<file path="config.mk">
export PLATFORM = sky130hd
export DESIGN_NAME = serial_pair_adder_flat
export DESIGN_NICKNAME = d
export VERILOG_FILES = /design/src/rtl/serial_pair_adder_if.sv /design/src/rtl/serial_pair_adder.sv /design/src/flat_wrapper.sv
export SDC_FILE = /design/constraint.sdc
export NUM_CORES = 1
export LEC_CHECK = 0
export CAP_MARGIN = 10
export CORE_ASPECT_RATIO = 1.2
export CORE_UTILIZATION = 45
export CTS_CLUSTER_SIZE = 28
export DETAILED_ROUTE_END_ITERATION = 6
export PLACE_DENSITY = 0.74
export RECOVER_POWER = 25
export SYNTH_ARGS = -nofsm -noshare
export SYNTH_HDL_FRONTEND = slang
export SYNTH_SLANG_ARGS = --single-unit
</file>
<file path="constraint.sdc">
create_clock -name clk -period 1.61 [get_ports clk]
set_input_delay 0.322 -clock clk [delete_from_list [all_inputs] [get_ports clk]]
set_output_delay 0.322 -clock clk [all_outputs]
set_load 0.01 [all_outputs]
</file>
<file path="src/rtl/serial_pair_adder_if.sv">
// serial_pair_adder_if: operand and result handshakes of the serial pair adder
interface serial_pair_adder_if #(parameter int WIDTH = 8);
    logic             in_valid;
    logic             in_ready;
    logic [WIDTH-1:0] a;
    logic [WIDTH-1:0] b;
    logic             cin;
    logic             out_valid;
    logic             out_ready;
    logic [WIDTH-1:0] sum;
    logic             cout;
    logic             ovf;
    modport master (
        output in_valid, a, b, cin, out_ready,
        input  in_ready, out_valid, sum, cout, ovf
    );
    modport slave (
        input  in_valid, a, b, cin, out_ready,
        output in_ready, out_valid, sum, cout, ovf
    );
endinterface

</file>
<file path="src/rtl/serial_pair_adder.sv">
// serial_pair_adder: WIDTH-bit adder built from one 2-bit slice stepped LSB pair first
module serial_pair_adder #(parameter int WIDTH = 8) (
    input logic clk,
    input logic rst_n,
    serial_pair_adder_if.slave bus
);
    localparam int HALF = WIDTH / 2;
    localparam int KW = (HALF > 1) ? $clog2(HALF) : 1;
    typedef enum logic [1:0] {IDLE, RUN, DONE} state_t;
    state_t           state;
    logic [KW-1:0]    k;
    logic [WIDTH-1:0] a_sh;
    logic [WIDTH-1:0] b_sh;
    logic [WIDTH-1:0] sum_r;
    logic             carry;
    logic             a_msb;
    logic             b_msb;
    logic             cout_r;
    logic             ovf_r;
    logic [2:0]       slice;
    logic             last;
    assign slice = 3'(a_sh[1:0]) + 3'(b_sh[1:0]) + 3'(carry);
    assign last = (k == KW'(HALF - 1));
    assign bus.in_ready = (state == IDLE);
    assign bus.out_valid = (state == DONE);
    assign bus.sum = sum_r;
    assign bus.cout = cout_r;
    assign bus.ovf = ovf_r;
    // accept operands, step the slice once per RUN cycle, hold the result until taken
    always_ff @(posedge clk) begin
        if (!rst_n) begin
            state  <= IDLE;
            k      <= '0;
            carry  <= 1'b0;
            a_sh   <= '0;
            b_sh   <= '0;
            a_msb  <= 1'b0;
            b_msb  <= 1'b0;
            sum_r  <= '0;
            cout_r <= 1'b0;
            ovf_r  <= 1'b0;
        end else begin
            case (state)
                IDLE: if (bus.in_valid) begin
                    a_sh  <= bus.a;
                    b_sh  <= bus.b;
                    a_msb <= bus.a[WIDTH-1];
                    b_msb <= bus.b[WIDTH-1];
                    carry <= bus.cin;
                    k     <= '0;
                    state <= RUN;
                end
                RUN: begin
                    sum_r <= WIDTH'({slice[1:0], sum_r} >> 2);
                    a_sh  <= a_sh >> 2;
                    b_sh  <= b_sh >> 2;
                    carry <= slice[2];
                    k     <= last ? k : k + KW'(1);
                    if (last) begin
                        cout_r <= slice[2];
                        ovf_r  <= slice[1] ^ a_msb ^ b_msb ^ slice[2];
                        state  <= DONE;
                    end
                end
                DONE: if (bus.out_ready) state <= IDLE;
                default: state <= IDLE;
            endcase
        end
    end
endmodule

</file>
<file path="src/flat_wrapper.sv">
// flat-port wrapper written by rule: the top's interface ports become plain ports
module serial_pair_adder_flat 
#(parameter int WIDTH = 8)
  (clk, rst_n, bus_in_valid, bus_a, bus_b, bus_cin, bus_out_ready, bus_in_ready, bus_out_valid, bus_sum, bus_cout, bus_ovf);
  serial_pair_adder_if #(.WIDTH(WIDTH)) bus_i ();
  input logic clk;
  input logic rst_n;
  input wire logic [$bits(bus_i.in_valid)-1:0] bus_in_valid;
  input wire logic [$bits(bus_i.a)-1:0] bus_a;
  input wire logic [$bits(bus_i.b)-1:0] bus_b;
  input wire logic [$bits(bus_i.cin)-1:0] bus_cin;
  input wire logic [$bits(bus_i.out_ready)-1:0] bus_out_ready;
  output wire logic [$bits(bus_i.in_ready)-1:0] bus_in_ready;
  output wire logic [$bits(bus_i.out_valid)-1:0] bus_out_valid;
  output wire logic [$bits(bus_i.sum)-1:0] bus_sum;
  output wire logic [$bits(bus_i.cout)-1:0] bus_cout;
  output wire logic [$bits(bus_i.ovf)-1:0] bus_ovf;
  assign bus_i.in_valid = bus_in_valid;
  assign bus_i.a = bus_a;
  assign bus_i.b = bus_b;
  assign bus_i.cin = bus_cin;
  assign bus_i.out_ready = bus_out_ready;
  assign bus_in_ready = bus_i.in_ready;
  assign bus_out_valid = bus_i.out_valid;
  assign bus_sum = bus_i.sum;
  assign bus_cout = bus_i.cout;
  assign bus_ovf = bus_i.ovf;
  serial_pair_adder #(.WIDTH(WIDTH)) u_core (.clk(clk), .rst_n(rst_n), .bus(bus_i));
endmodule
</file>
==> results of run 1 <==
registers in the layout (all words and copies together), names as in the netlist:
signal / count
u_core.a_msb: 1
u_core.a_sh: 8
u_core.b_msb: 1
u_core.b_sh: 8
u_core.bus.cout: 1
u_core.bus.ovf: 1
u_core.bus.sum: 8
u_core.carry: 1
u_core.k: 2
u_core.state: 2
cell usage in the layout, fill, tap and decap left out, drive strengths merged:
master | Yosys | routed
clkinv | 0 | 2
o21ba | 1 | 1
o21bai | 1 | 1
clkdlybuf4s50 | 0 | 25
dlygate4sd3 | 0 | 1
mux2i | 1 | 1
nor3 | 1 | 1
a311oi | 12 | 12
or3 | 1 | 1
clkdlybuf4s25 | 0 | 4
or3b | 1 | 1
nand3 | 2 | 2
clkbuf | 3 | 6
o21a | 1 | 1
a2bb2oi | 1 | 1
dfxtp | 33 | 33
a21oi | 14 | 14
fa | 2 | 2
nor3b | 1 | 1
a22oi | 2 | 2
inv | 7 | 7
xnor2 | 3 | 3
a211oi | 3 | 3
o21ai | 1 | 1
nor2 | 18 | 18
ha | 1 | 1
o211ai | 2 | 2
nor2b | 3 | 3
nand2b | 1 | 1
and3b | 1 | 1
dlygate4sd2 | 0 | 2
buf | 8 | 10
nand2 | 42 | 42
clkinvlp | 0 | 1
timing repair:
| item | 4_1_cts | 5_1_grt |
|---|---|---|
| buffers inserted | 0 | 1 |
| gates resized for setup | 2 | 10 |
| endpoints found under the setup margin | 5 | 10 |
| pin swaps | 3 | 1 |
stage by stage:
stage / total power (W) / util, % / hold slack [ns] / TNS [ns] / cell area (µm²)
floorplan: 0.00113 / - / 0.437 / -0.103 / 1540
global placement: 0.00125 / 60.8 / 0.440 / -0.213 / 1920
detailed placement: 0.00126 / 60.8 / 0.457 / -0.426 / 1920
CTS: 0.00171 / 62.5 / 0.471 / -0.222 / 1980
global route: 0.00181 / 63.0 / 0.492 / -0.258 / 1990
finish: 0.00171 / 63.0 / 0.465 / -0.170 / 1990
synthesized netlist by cell type, types with 3 or more instances:
cell / count / area [µm²]
buf_6: 5 / 56.3
nor2_2: 8 / 50.1
clkbuf_1: 3 / 11.3
xnor2_1: 3 / 26.3
a21oi_1: 14 / 70.1
nor2_1: 10 / 37.5
a211oi_1: 3 / 22.5
nand2_1: 42 / 158
dfxtp_1: 33 / 661
a311oi_1: 3 / 26.3
a311oi_2: 9 / 135
inv_1: 7 / 26.3
cell type report:
type | instances | area, µm² | share of cell area [%]
multi-input combinational | 116 | 762 | 38.2
clock buffer | 5 | 37.5 | 1.88
clock inverter | 3 | 17.5 | 0.879
sequential | 33 | 667 | 33.5
inverter | 7 | 26.3 | 1.32
tap | 36 | 45.0 | 2.26
timing repair buffer | 43 | 438 | 22.0
routing by layer:
layer  part of all wire (%)  track usage [%]
met1                     40             19.5
met2                     53             35.8
met3                    5.1             4.70
met4                    1.8             10.0
met5                      0                0
path summary, 6_finish.rpt:
| check | from | end | cells past startpoint |
|---|---|---|---|
| setup / recovery | u_core.a_sh[0] | u_core.bus.ovf | 6 |
| hold / removal | u_core.b_sh[7] | u_core.b_sh[7] | 2 |
| setup reg to reg | u_core.a_sh[0] | u_core.bus.ovf | 6 |
| hold reg to reg | u_core.b_sh[7] | u_core.b_sh[7] | 2 |
kinds of logic after synthesis:
kind of cell | Yosys count | synth area share, %
AOI/OAI and AO/OA | 38 | 21.4
xor gates and xnor gates | 3 | 1.71
adders and majority gates | 3 | 3.42
buffers and inverters | 18 | 7.90
DFF | 33 | 43.0
muxes | 1 | 0.651
and+or+nand+nor | 71 | 21.9
worst max-delay path, cell delays in order (launching register included):
cell     delay (ns)
dfxtp_2        0.35
inv_2          0.04
fa_2           0.38
fa_2           0.58
xnor2_2        0.12
xnor2_1        0.13
a21oi_1        0.08
power by group through the flow:
stage | clock network [W] | logic [W] | registers [W]
2_1_floorplan | 0 | 0.000218 | 0.000915
3_3_place_gp | 0 | 0.000333 | 0.000915
3_5_place_dp | 0 | 0.000343 | 0.000918
4_1_cts | 0.000470 | 0.000342 | 0.000899
5_1_grt | 0.000518 | 0.000382 | 0.000907
6_report | 0.000461 | 0.000350 | 0.000900
==> results.toml, run 1 <==
[status]
outcome = "finished, violations left"
violations = "setup timing"

[placement]
port_buffers = 32
gp_congestion = 0.797
pre_cts_slack_ns = -0.200
placed_cells = 234
dp_hpwl_um = 2270

[synthesis]
synth.distinct_cells = 34
synth_seq_cells = 33
ys.flop_type = "dfxtp_1"
synth-edff-count = 0
netlist_area_um2 = 1540
syn-mean-instance-area_um2 = 9.20
synthArstFlopShare_pct = 0
yosysSeqAreaShare_pct = 43.0
synthCells = 167
ys_warn_count = 0
synth_nets = 191

[power_and_ir_drop]
power_switching_w = 0.000491
ir_worst_vdd_mv = 0.579
leakage_nw = 0.735
power_frac_comb_pct = 20.5
power.density_nw_per_um2 = 858
power_frac_seq_pct = 52.6
power.internal_w = 0.00122
pwr-share-clk_pct = 26.9
p_sw_share_pct = 28.7

[sta]
worstMarginPinSlew_ns = 0.426
finalCriticalPeriod_ns = 1.78
setup_slack_ns = -0.170
hold_viol = 0
fin_crit_sh_pct = 111
setup_viol = 1
rsz0062_at_grt = "true"
skew_ns = 0.00762
max_freq_ghz = 0.562
slew-limit-headroom_pct = 71.5
finalMaxSlewViolations = 0

[clock_tree]
cts_buffers = 5
numClockSinks = 33
clk_pin_slew_worst_paths_ns = 0.10
clk_latency_ns = 0.34
hold_buffers = 0
cts_tree = "yes"
clock-root-buffer = "clkbuf_4"
cts_buffer_depth = 2
htree_num_levels = 2

[global_routing]
grt_pass1_wl_um = 5330
grt_pass1_vias = 1264
antenna_found_initial = 0
grt_max_degree = 32
grtUsageTotal_pct = 19.1
global_route.overflow_total = 0

[floorplan]
fp.dieH_um = 66.0
rows = 22
core_area_um2 = 3170
start_util_pct = 48.5
die_w_um = 55.3
dieArea_um2 = 3650
pin_count = 33

[setup_path]
regToRegSetupSlack_ns = -0.17
setup.worst_path.end_class = "flip-flop"
required_ns = 1.84
critPathKind = "reg2reg"
crit_arrival_ns = 2.01
worstPathMaxFanout = 2
start_kind = "flip-flop"

[cells_and_area]
final_layout_size_suffix_gt1_share_pct = 22.7
num_antenna_cells = 0
fill_cells = 291
final_cells = 243
area_growth_pct = 29.7
nNetsFinal = 230

[routing]
wire_per_inst_um = 13.0
ant_nets = 0
drc = 0
wl_um = 3160
first_iter_violations = 48
dr.pass1.iters = 4
vias = 1292
vias_per_cell = 5.32

[run]
drv_cap = 0

[hold_path]
hold_class = "reg2reg"
(Power assumes the default switching activity.)
==> run 2: changes to the inputs <==
GPL_TIMING_DRIVEN = 0   (was unset)
REMOVE_ABC_BUFFERS = 1   (was unset)
==> results.toml, run 2 (synthesis gave the netlist of run 1 again) <==
[power_and_ir_drop]
power_frac_seq_pct = 52.0
ir_worst_vdd_mv = 0.908
power_switching_w = 0.000464
pwr-share-clk_pct = 30.5
leakage_nw = 0.692
power.internal_w = 0.00127
total_power_w = 0.00174
p_sw_share_pct = 26.7
power.density_nw_per_um2 = 908
power_frac_comb_pct = 17.5

[global_routing]
antenna_found_initial = 0
global_route.overflow_total = 0
grtUsageTotal_pct = 17.2
grt_max_degree = 32
grt_pass1_vias = 1132
grt_pass1_wl_um = 4790

[sta]
finalCriticalPeriod_ns = 1.82
hold_viol = 0
max_freq_ghz = 0.549
rsz0062_at_grt = "true"
worstMarginPinSlew_ns = 1.05
skew_ns = 0.00511
setup_viol = 2
slew-limit-headroom_pct = 29.6
finalMaxSlewViolations = 0
fin_crit_sh_pct = 113
setup_slack_ns = -0.212

[routing]
wl_um = 2960
dr.pass1.iters = 4
vias_per_cell = 5.30
wire_per_inst_um = 12.6
routed-wl-met3_um = 129
vias = 1240
wirelength_met1_um = 1230
drc = 0
highest_layer = "met4"
met2WireLength_um = 1540
ant_nets = 0
first_iter_violations = 44

[cells_and_area]
fill_cells = 282
area_growth_pct = 24.5
nNetsFinal = 221
final_cell_mix = "42 x nand2_1, 27 x dfxtp_1, 25 x clkdlybuf4s50_1"
final_layout_size_suffix_gt1_share_pct = 21.2
num_antenna_cells = 0
layout_commonest_cell = "nand2_1"

[clock_tree]
clock-root-buffer = "clkbuf_4"
cts_buffer_depth = 2
numClockSinks = 33
hold_buffers = 0
cts_buffers = 5
clk_latency_ns = 0.34
clk_pin_slew_worst_paths_ns = 0.10
htree_num_levels = 2
cts_tree = "yes"

[floorplan]
rows = 22
fp.dieH_um = 66.0
core_area_um2 = 3170
dieArea_um2 = 3650
start_util_pct = 48.5
die_w_um = 55.3
pin_count = 33

[setup_path]
worstPathMaxFanout = 2
crit_arrival_ns = 2.05
critPathKind = "reg2reg"
start_kind = "flip-flop"
required_ns = 1.84
setup.worst_path.end_class = "flip-flop"

[hold_path]
hold_class = "reg2reg"

[status]
outcome = "finished, violations left"
violations = "setup timing"

[placement]
gp_congestion = 0.734
pre_cts_slack_ns = -0.275
dp_hpwl_um = 2000
port_buffers = 32

[run]
drv_cap = 0
run 2: area by class of cell:
cell class / instances / area (µm²) / area share [%]
Clock buffer: 7 / 65.1 / 3.40
Clock inverter: 1 / 5.00 / 0.262
Inverter: 7 / 26.3 / 1.37
Multi-Input combinational cell: 116 / 767 / 40.1
Sequential cell: 33 / 671 / 35.1
Tap cell: 36 / 45.0 / 2.35
Timing Repair Buffer: 34 / 334 / 17.5
run 2: path summary, 6_finish.rpt:
| check | startpoint | end | slack [ns] | cells after the start |
|---|---|---|---|---|
| worst max-delay path | u_core.a_sh[0] | u_core.bus.ovf | -0.21 | 6 |
| worst min-delay path | u_core.bus.sum[1] | u_core.bus.sum[1] | 0.46 | 2 |
| worst max register to register | u_core.a_sh[0] | u_core.bus.ovf | -0.21 | 6 |
| worst min register to register | u_core.bus.sum[1] | u_core.bus.sum[1] | 0.46 | 2 |
run 2: through the flow:
stage          area (µm²)  hold slack, ns  instances  util, %  TNS [ns]
2_1_floorplan        1440           0.437        156        -    -0.134
3_3_place_gp         1810           0.441        224     57.1     -5.70
3_5_place_dp         1810           0.445        224     57.1     -6.67
4_1_cts              1900           0.460        232     59.9    -0.350
5_1_grt              1910           0.474        234     60.4     -1.10
6_report             1910           0.456        234     60.4    -0.313
run 2: repair_timing:
action                                  in CTS  in global routing
hold endpoints to repair                     0                  0
endpoints found under the setup margin      11                 11
pin swaps                                    5                  4
cloned                                       0                  0
buffers inserted                             0                  2
resized for setup                           12                  6
run 2: critical path, stage by stage, from the launching register on:
cell and delay [ns]:
dfxtp_2 0.34, inv_2 0.04, fa_2 0.38, fa_2 0.57
xnor2_2 0.12, xnor2_1 0.16, a21oi_1 0.10
run 2: layer usage:
layer | GRT usage (%) | up-vias
met5 | 0 | -
met4 | 7.50 | 0
met3 | 5.87 | 7
met2 | 31.5 | 24
met1 | 17.8 | 583
li1 | - | 626
run 2: power by group through the flow:
| stage | clock, W | combinational [W] | sequential [W] |
|---|---|---|---|
| after floorplan | 0 | 0.000183 | 0.000918 |
| after global placement | 0 | 0.000288 | 0.000918 |
| after detailed placement | 0 | 0.000295 | 0.000920 |
| after CTS | 0.000557 | 0.000309 | 0.000903 |
| after global routing | 0.000591 | 0.000331 | 0.000909 |
| final | 0.000529 | 0.000304 | 0.000903 |
==> run 3: changes to the inputs <==
PLACE_DENSITY = 0.84   (was 0.74)
SKIP_CTS_REPAIR_TIMING = 1   (was unset)
==> results.toml, run 3 (synthesis gave the netlist of run 1 again) <==
[floorplan]
start_util_pct = 48.5
dieArea_um2 = 3650
rows = 22
die_w_um = 55.3
fp.dieH_um = 66.0
core_area_um2 = 3170
pin_count = 33

[clock_tree]
clock-root-buffer = "clkbuf_4"
cts_buffers = 5
numClockSinks = 33
cts_tree = "yes"
htree_num_levels = 2
cts_buffer_depth = 2
clk_latency_ns = 0.34
clk_pin_slew_worst_paths_ns = 0.09

[sta]
setup_slack_ns = -0.187
worstMarginPinSlew_ns = 0.591
fin_setup_tns_ns = -0.493
hold_viol = 0
max_freq_ghz = 0.557
slew-limit-headroom_pct = 60.5
fin_crit_sh_pct = 112
skew_ns = 0.00300
setup_viol = 4
finalCriticalPeriod_ns = 1.80
finalMaxSlewViolations = 0
rsz0062_at_grt = "true"

[setup_path]
path_cells = "inv_2 > fa_2 > fa_2 > xnor2_2 > xnor2_1 > a21oi_1"
required_ns = 1.84
r2r_cells = 6
slowest_stage = "fa_2"
reg2reg_to = "u_core.bus.ovf"
worstPathMaxFanout = 2
crit-reg2reg-launch = "u_core.a_sh[0]"
critPathKind = "reg2reg"
cpMostUsedCell = "fa_2"
cp_slowest_stage_delay_ns = 0.58
setup.worst_path.end_class = "flip-flop"
crit_arrival_ns = 2.03
start_kind = "flip-flop"
regToRegSetupSlack_ns = -0.19
cp-startpoint = "u_core.a_sh[0]"

[power_and_ir_drop]
leakage_nw = 0.669
pwr-share-clk_pct = 28.1
power_frac_comb_pct = 18.6
p_sw_share_pct = 27.0
power.density_nw_per_um2 = 889
power_switching_w = 0.000458
total_power_w = 0.00169
ir_worst_vdd_mv = 0.666
power_frac_seq_pct = 53.2
power.internal_w = 0.00124

[placement]
gp_congestion = 0.715
dp_hpwl_um = 1780
pre_cts_slack_ns = -0.259
dpl_cell_area_um2 = 1810
port_buffers = 32

[cells_and_area]
nNetsFinal = 221
final_layout_size_suffix_gt1_share_pct = 21.3
fin_util_pct = 60.2
final_cell_mix = "42 x nand2_1, 27 x dfxtp_1, 25 x clkdlybuf4s50_1"
fill_cells = 287
num_antenna_cells = 0
layout_commonest_cell = "nand2_1"
area_growth_pct = 23.9
finalInstanceArea_um2 = 1900

[global_routing]
grt_max_degree = 32
grt_pass1_vias = 1074
global_route.overflow_total = 0
grtUsageTotal_pct = 16.3
antenna_found_initial = 0
grt_pass1_wl_um = 4560

[routing]
ant_nets = 0
wl_um = 2740
drc = 0
first_iter_violations = 34
vias = 1226
vias_per_cell = 5.26
wire_per_inst_um = 11.8
dr.pass1.iters = 4

[status]
outcome = "finished, violations left"
violations = "setup timing"

[hold_path]
hold_class = "in2reg"
holdPathEnd = "u_core.state[1]"
min_path_cells = 2
min_from = "rst_n"

[run]
drv_cap = 0
## run 3: layout make-up
type / instances / area (µm²) / share of cell area (%)
Inverter: 7 / 30.0 / 1.58
Timing Repair Buffer: 34 / 329 / 17.3
Clock buffer: 7 / 55.1 / 2.89
Multi-Input combinational cell: 116 / 774 / 40.7
Sequential cell: 33 / 671 / 35.2
Tap cell: 36 / 45.0 / 2.37
## run 3: how the worst max path moves through the flow
stage,slack [ns],cells past startpoint,to
after floorplan,-0.13,6,u_core.bus.ovf
after global placement,-0.26,3,u_core.state[0]
after detailed placement,-0.26,3,u_core.a_sh[0]
after CTS,-0.35,2,bus_out_valid
after global routing,-0.27,6,u_core.bus.ovf
final,-0.19,6,u_core.bus.ovf
## run 3: per-stage QoR
| stage | hold WS, ns | cells |
|---|---|---|
| CTS | 0.459 | 231 |
| detailed placement | 0.446 | 224 |
| finish | 0.261 | 233 |
| global placement | 0.442 | 224 |
| floorplan | 0.437 | 156 |
| global route | 0.259 | 233 |
## run 3: worst max-delay path: cells and delay by family, from the launching register on
family | cells | cell delay (ns)
xor gates and xnor gates | 2 | 0.25
adders and majority gates | 2 | 0.97
AOI/OAI and AO/OA | 1 | 0.08
buffers and inverters | 1 | 0.04
DFF | 1 | 0.34
## run 3: metal layers
| layer | vias to the layer above | GRT usage [%] | wire length [µm] |
|---|---|---|---|
| li1 | 628 | - | - |
| met1 | 568 | 19.5 | 1280 |
| met2 | 24 | 26.1 | 1310 |
| met3 | 6 | 4.11 | 90 |
| met4 | 0 | 10.3 | 55 |
| met5 | - | 0 | 0 |
## run 3: power by group through the flow
stage / clock network, W / logic, W / registers [W]
after floorplan: 0 / 0.000183 / 0.000918
after global placement: 0 / 0.000289 / 0.000918
after detailed placement: 0 / 0.000291 / 0.000919
after CTS: 0.000488 / 0.000293 / 0.000901
after global routing: 0.000536 / 0.000346 / 0.000908
final: 0.000477 / 0.000315 / 0.000902
